<file path="src/rtl/fifo_wr_arb.sv">
// Packet-granular round-robin arbiter for the write port of the host-bound FIFO.
// A grant is issued only with enough FIFO free space and is held until the packet's last word.
module fifo_wr_arb #(
  parameter int N_REQ       = 4,
  parameter int DATA_W      = 8,
  parameter int ADDR_W      = 10,
  parameter int WORDS_TOTAL = 2**ADDR_W,
  parameter int FREE_MIN    = 16
) (
  input  logic                      wclk,
  input  logic                      wrst,
  input  logic [N_REQ-1:0]          req_valid,
  input  logic [N_REQ*DATA_W-1:0]   req_data,
  input  logic [N_REQ-1:0]          req_last,
  output logic [N_REQ-1:0]          req_ready,
  output logic [DATA_W-1:0]         fifo_wdata,
  output logic                      fifo_wen,
  input  logic                      fifo_wfull,
  input  logic [ADDR_W:0]           fifo_wload,
  output logic                      busy,
  output logic [$clog2(N_REQ)-1:0]  grant_id,
  output logic                      pkt_done,
  output logic [15:0]               pkt_len
);

  localparam int ID_W = $clog2(N_REQ);
  localparam int LW   = ADDR_W + 1;
  localparam logic [LW-1:0] TOTAL = LW'(WORDS_TOTAL);
  localparam logic [LW-1:0] FMIN  = LW'(FREE_MIN);

  typedef enum logic {IDLE, BURST} state_t;

  state_t            state, state_nxt;
  logic [ID_W-1:0]   last_grant;
  logic [ID_W-1:0]   cand, sel_id;
  logic              sel_found;
  logic [LW-1:0]     free;
  logic [15:0]       cnt, cnt_inc;
  logic              gvalid, glast;
  logic [DATA_W-1:0] gdata;
  logic              grant_go, xfer;

  // Walk sources starting after the last grant, wrapping at N_REQ-1 (N_REQ need not be a power of 2).
  always_comb begin
    cand      = last_grant;
    sel_id    = '0;
    sel_found = 1'b0;
    for (int unsigned i = 0; i < N_REQ; i++) begin
      cand = (cand == ID_W'(N_REQ - 1)) ? '0 : cand + ID_W'(1);
      if (!sel_found && req_valid[cand]) begin
        sel_found = 1'b1;
        sel_id    = cand;
      end
    end
  end

  always_comb begin
    free = (fifo_wload >= TOTAL) ? '0 : TOTAL - fifo_wload;
  end

  always_comb begin
    gvalid = 1'b0;
    glast  = 1'b0;
    gdata  = '0;
    for (int unsigned i = 0; i < N_REQ; i++) begin
      if (grant_id == ID_W'(i)) begin
        gvalid = req_valid[i];
        glast  = req_last[i];
        gdata  = req_data[i*DATA_W +: DATA_W];
      end
    end
  end

  assign cnt_inc    = (cnt == '1) ? cnt : cnt + 16'd1;
  assign fifo_wdata = gdata;

  always_comb begin
    state_nxt = state;
    req_ready = '0;
    fifo_wen  = 1'b0;
    busy      = 1'b0;
    grant_go  = 1'b0;
    xfer      = 1'b0;
    case (state)
      IDLE: begin
        if (sel_found && free >= FMIN) begin
          grant_go  = 1'b1;
          state_nxt = BURST;
        end
      end
      BURST: begin
        busy = 1'b1;
        for (int unsigned i = 0; i < N_REQ; i++) begin
          req_ready[i] = (grant_id == ID_W'(i)) && !fifo_wfull;
        end
        fifo_wen = gvalid;
        xfer     = gvalid && !fifo_wfull;
        if (xfer && glast) state_nxt = IDLE;
      end
      default: state_nxt = IDLE;
    endcase
  end

  always_ff @(posedge wclk or posedge wrst) begin
    if (wrst) state <= IDLE;
    else      state <= state_nxt;
  end

  always_ff @(posedge wclk or posedge wrst) begin
    if (wrst) begin
      grant_id   <= '0;
      last_grant <= ID_W'(N_REQ - 1);
      cnt        <= '0;
      pkt_done   <= 1'b0;
      pkt_len    <= '0;
    end else begin
      pkt_done <= xfer && glast;
      if (grant_go) begin
        grant_id   <= sel_id;
        last_grant <= sel_id;
        cnt        <= '0;
      end else if (xfer) begin
        cnt <= cnt_inc;
      end
      if (xfer && glast) pkt_len <= cnt_inc;
    end
  end

endmodule

</file>
<file path="config.mk">
export PLATFORM = sky130hd
export DESIGN_NAME = fifo_wr_arb
export DESIGN_NICKNAME = d
export VERILOG_FILES = /design/src/rtl/fifo_wr_arb.sv
export SDC_FILE = /design/constraint.sdc
export NUM_CORES = 1
export LEC_CHECK = 0
export CAP_MARGIN = 5
export CORE_ASPECT_RATIO = 1.25
export CORE_UTILIZATION = 45
export CTS_CLUSTER_DIAMETER = 40
export CTS_CLUSTER_SIZE = 24
export DETAILED_ROUTE_END_ITERATION = 12
export GPL_TIMING_DRIVEN = 0
export PLACE_DENSITY = 0.8
export SLEW_MARGIN = 10
export SYNTH_ARGS = -nofsm -noshare
export SYNTH_HDL_FRONTEND = slang
export SYNTH_SLANG_ARGS = --single-unit
</file>
<file path="constraint.sdc">
create_clock -name wclk -period 2.63 [get_ports wclk]
set_input_delay 0.789 -clock wclk [delete_from_list [all_inputs] [get_ports wclk]]
set_output_delay 0.789 -clock wclk [all_outputs]
set_load 0.005 [all_outputs]
</file>
==> results of run 1 <==
## registers in the layout, indices dropped and copies added (netlist names)
signal,count
pkt_done,1
cnt,16
last_grant,2
state,1
pkt_len,16
grant_id,2
## kinds of logic after synthesis
group	count (synthesis)	share of synthesized area
AOI/OAI and AO/OA	38	0.0983
buffers and inverters	27	0.0519
DFF	38	0.388
adders and majority gates	3	0.0153
and+or+nand+nor	107	0.236
xor gates and xnor gates	22	0.0784
muxes	20	0.132
## how the worst max path moves through the flow
stage	startpoint	end	depth (start not counted)
after detailed placement	fifo_wload[0]	cnt[12]	9
after CTS	fifo_wload[0]	grant_id[0]	8
final	req_data[26]	fifo_wdata[2]	3
after global routing	req_data[26]	fifo_wdata[2]	3
after global placement	fifo_wload[0]	grant_id[1]	8
after floorplan	fifo_wload[0]	cnt[2]	8
## metal layers
metal  global-route usage  wire, µm  vias to the layer above
met5                    0         0                        -
met3               0.0489       393                       12
met2                0.423      3290                      110
met1                0.273      2390                     1133
li1                     -         -                     1101
met4               0.0909       141                        0
## power by group
part | switching (mW) | internal, mW
clock | 0.205 | 0.212
combinational | 0.597 | 0.769
sequential | 0.118 | 0.758
## worst min-delay path: cells and delay by family, from the launching register on
kind	cells	cell delay, ns
flip-flops	1	0.37
AND/OR/NAND/NOR	1	0.06
AO/OA/AOI/OAI	1	0.07
## repair_timing
action                     CTS  global route
hold buffers                 0             0
pin swaps                    7             3
buffers inserted             4             0
setup endpoints to repair   33            18
resized for setup           57             9
## final cells by class
| type | instances | area share |
|---|---|---|
| Tap cell | 62 | 0.0218 |
| Timing Repair Buffer | 90 | 0.238 |
| Multi-Input combinational cell | 190 | 0.408 |
| Buffer | 17 | 0.0285 |
| Clock inverter | 1 | 0.00141 |
| Sequential cell | 38 | 0.268 |
| Inverter | 10 | 0.0105 |
| Clock buffer | 7 | 0.0242 |
## cells in the final DEF (no fill, tap or decap), types with 9 or more instances in the layout
master,Yosys,routed
clkdlybuf4s50_1,0,66
nor3_1,13,13
buf_2,11,18
nor2_1,35,35
a21oi_1,16,16
nand2_1,9,9
xnor2_1,22,22
dfrtp_1,36,36
mux4_2,9,9
inv_1,10,9
## metrics by stage
step | setup slack (ns) | setup TNS, ns | hold WS [ns] | utilization
final | 0.0230 | 0 | 0.499 | 0.691
after global routing | 0.00458 | 0 | 0.521 | 0.691
after CTS | 0.0133 | 0 | 0.495 | 0.684
after detailed placement | -0.584 | -16.37 | 0.488 | 0.659
after global placement | -0.520 | -14.04 | 0.475 | 0.659
after floorplan | 0.253 | 0 | 0.464 | -
==> metrics.yaml, run 1 <==
vias: 2356
die_h_um: 84.6
critPathLaunchType: "input pin"
hold_start: "last_grant[1]"
dieArea_mm2: 0.00576
drt-pass1-iter-count: 4
ir_worst_vdd_mv: 0.362
layoutNonFillerInstCount: 415
clk_pin_slew_ns: 0.07
dpl_cell_area_mm2: 0.00340
num_rows: 29
cts_tree: "yes"
core-area_mm2: 0.00515
maxCapViolCount: 0
required_ns: 1.84
cts_max_level: 2
ys_ff_latch: 38
placed_cells: 403
route.detailed.wl_per_inst_um: 15.0
synth.top_cell.area_share: 0.367
grt_pass1_wl_um: 10500
status: "complete, no violations"
finalMaxSlewViolations: 0
path_cells: "clkdlybuf4s50_1 > mux4_2 > buf_2"
fillers: 411
num_io_pins: 87
hpwl_um: 4650
r2r_cells: 7
cpPeakStageDelay_ns: 0.46
cts_sinks: 38
synthTopCellsByCount: "36 x dfrtp_1, 35 x nor2_1, 22 x xnor2_1, 16 x a21oi_1, 13 x nor3_1"
multi_input_comb_area_mm2: 0.00145
grt_max_degree: 39
io_buffers: 86
maxSlewHeadroom: 0.473
track_usage: 0.240
power.density_mw_per_mm2: 747
worstPathArrival_ns: 1.82
fmax_mhz: 384
min_to: "last_grant[1]"
r2r_start: "grant_id[0]"
finClkSkew_ns: 0.00959
area_growth_pct: 44.9
r2r-end: "state"
grt_overflow: 0
cp_slowest_cell: "mux4_2"
crit_family: "buffers and inverters"
min_delay_path_depth: 2
antenna_found_initial: 0
hold_class: "reg2reg"
yosysMostFrequentCell: "dfrtp_1"
finalSetupViolations: 0
viasPerCell: 5.68
yosysTopAreaCell: "dfrtp_1"
end_kind: "primary output"
min_period_over_period: 0.991
synth_area_per_cell_um2: 9.64
fin_crit_ns: 2.61
final_layout_size_suffix_gt1_frac: 0.204
design.final.nets: 409
regToRegSetupSlack_ns: 0.41
synth_area_mm2: 0.00246
design_area_mm2: 0.00356
synthTopCellsByArea: "dfrtp_1 37%, mux4_2 8.2%, xnor2_1 7.8%"
drcViolationCount: 0
cp_num_buf_inv: 2
seqCellArea_um2: 953
p_leak_nw: 1.45
rsz0062_at_grt: "false"
die_w_um: 68.1
ctsLongestPathBuffers: 2
synth_edf_count: 0
globalplace.congestion: 0.880
totalPowerFinal_mw: 2.66
n_antenna_cell: 0
yosysUniqueCellTypes: 51
postRouteWirelength_um: 6220
cts_made_buffers: 5
netlist_instances: 255
clkLatencyLatePin_ns: 0.29
synthArstFlopShare: 1.00
critPathMaxFanout: 1
yosysWarnings: 0
cts_root_buffer: "clkbuf_8"
hold_violations: 0
drt_iter0_markers: 125
worstSetupPathType: "in2out"
synth_nets: 312
grt_pass1_vias: 2352
start_util: 0.477
ant_nets: 0
ys_seq_area_frac: 0.388
tightest_slew_ns: 0.790
synth-main-ff-cell: "dfrtp_1"
(Power assumes the default switching activity.)
==> run 2, diff against run 1 <==
Settings changed: GPL_ROUTABILITY_DRIVEN from default to 0.
==> results of run 2 <==
No change in the layout: final DEF, timing and power equal those of run 1.
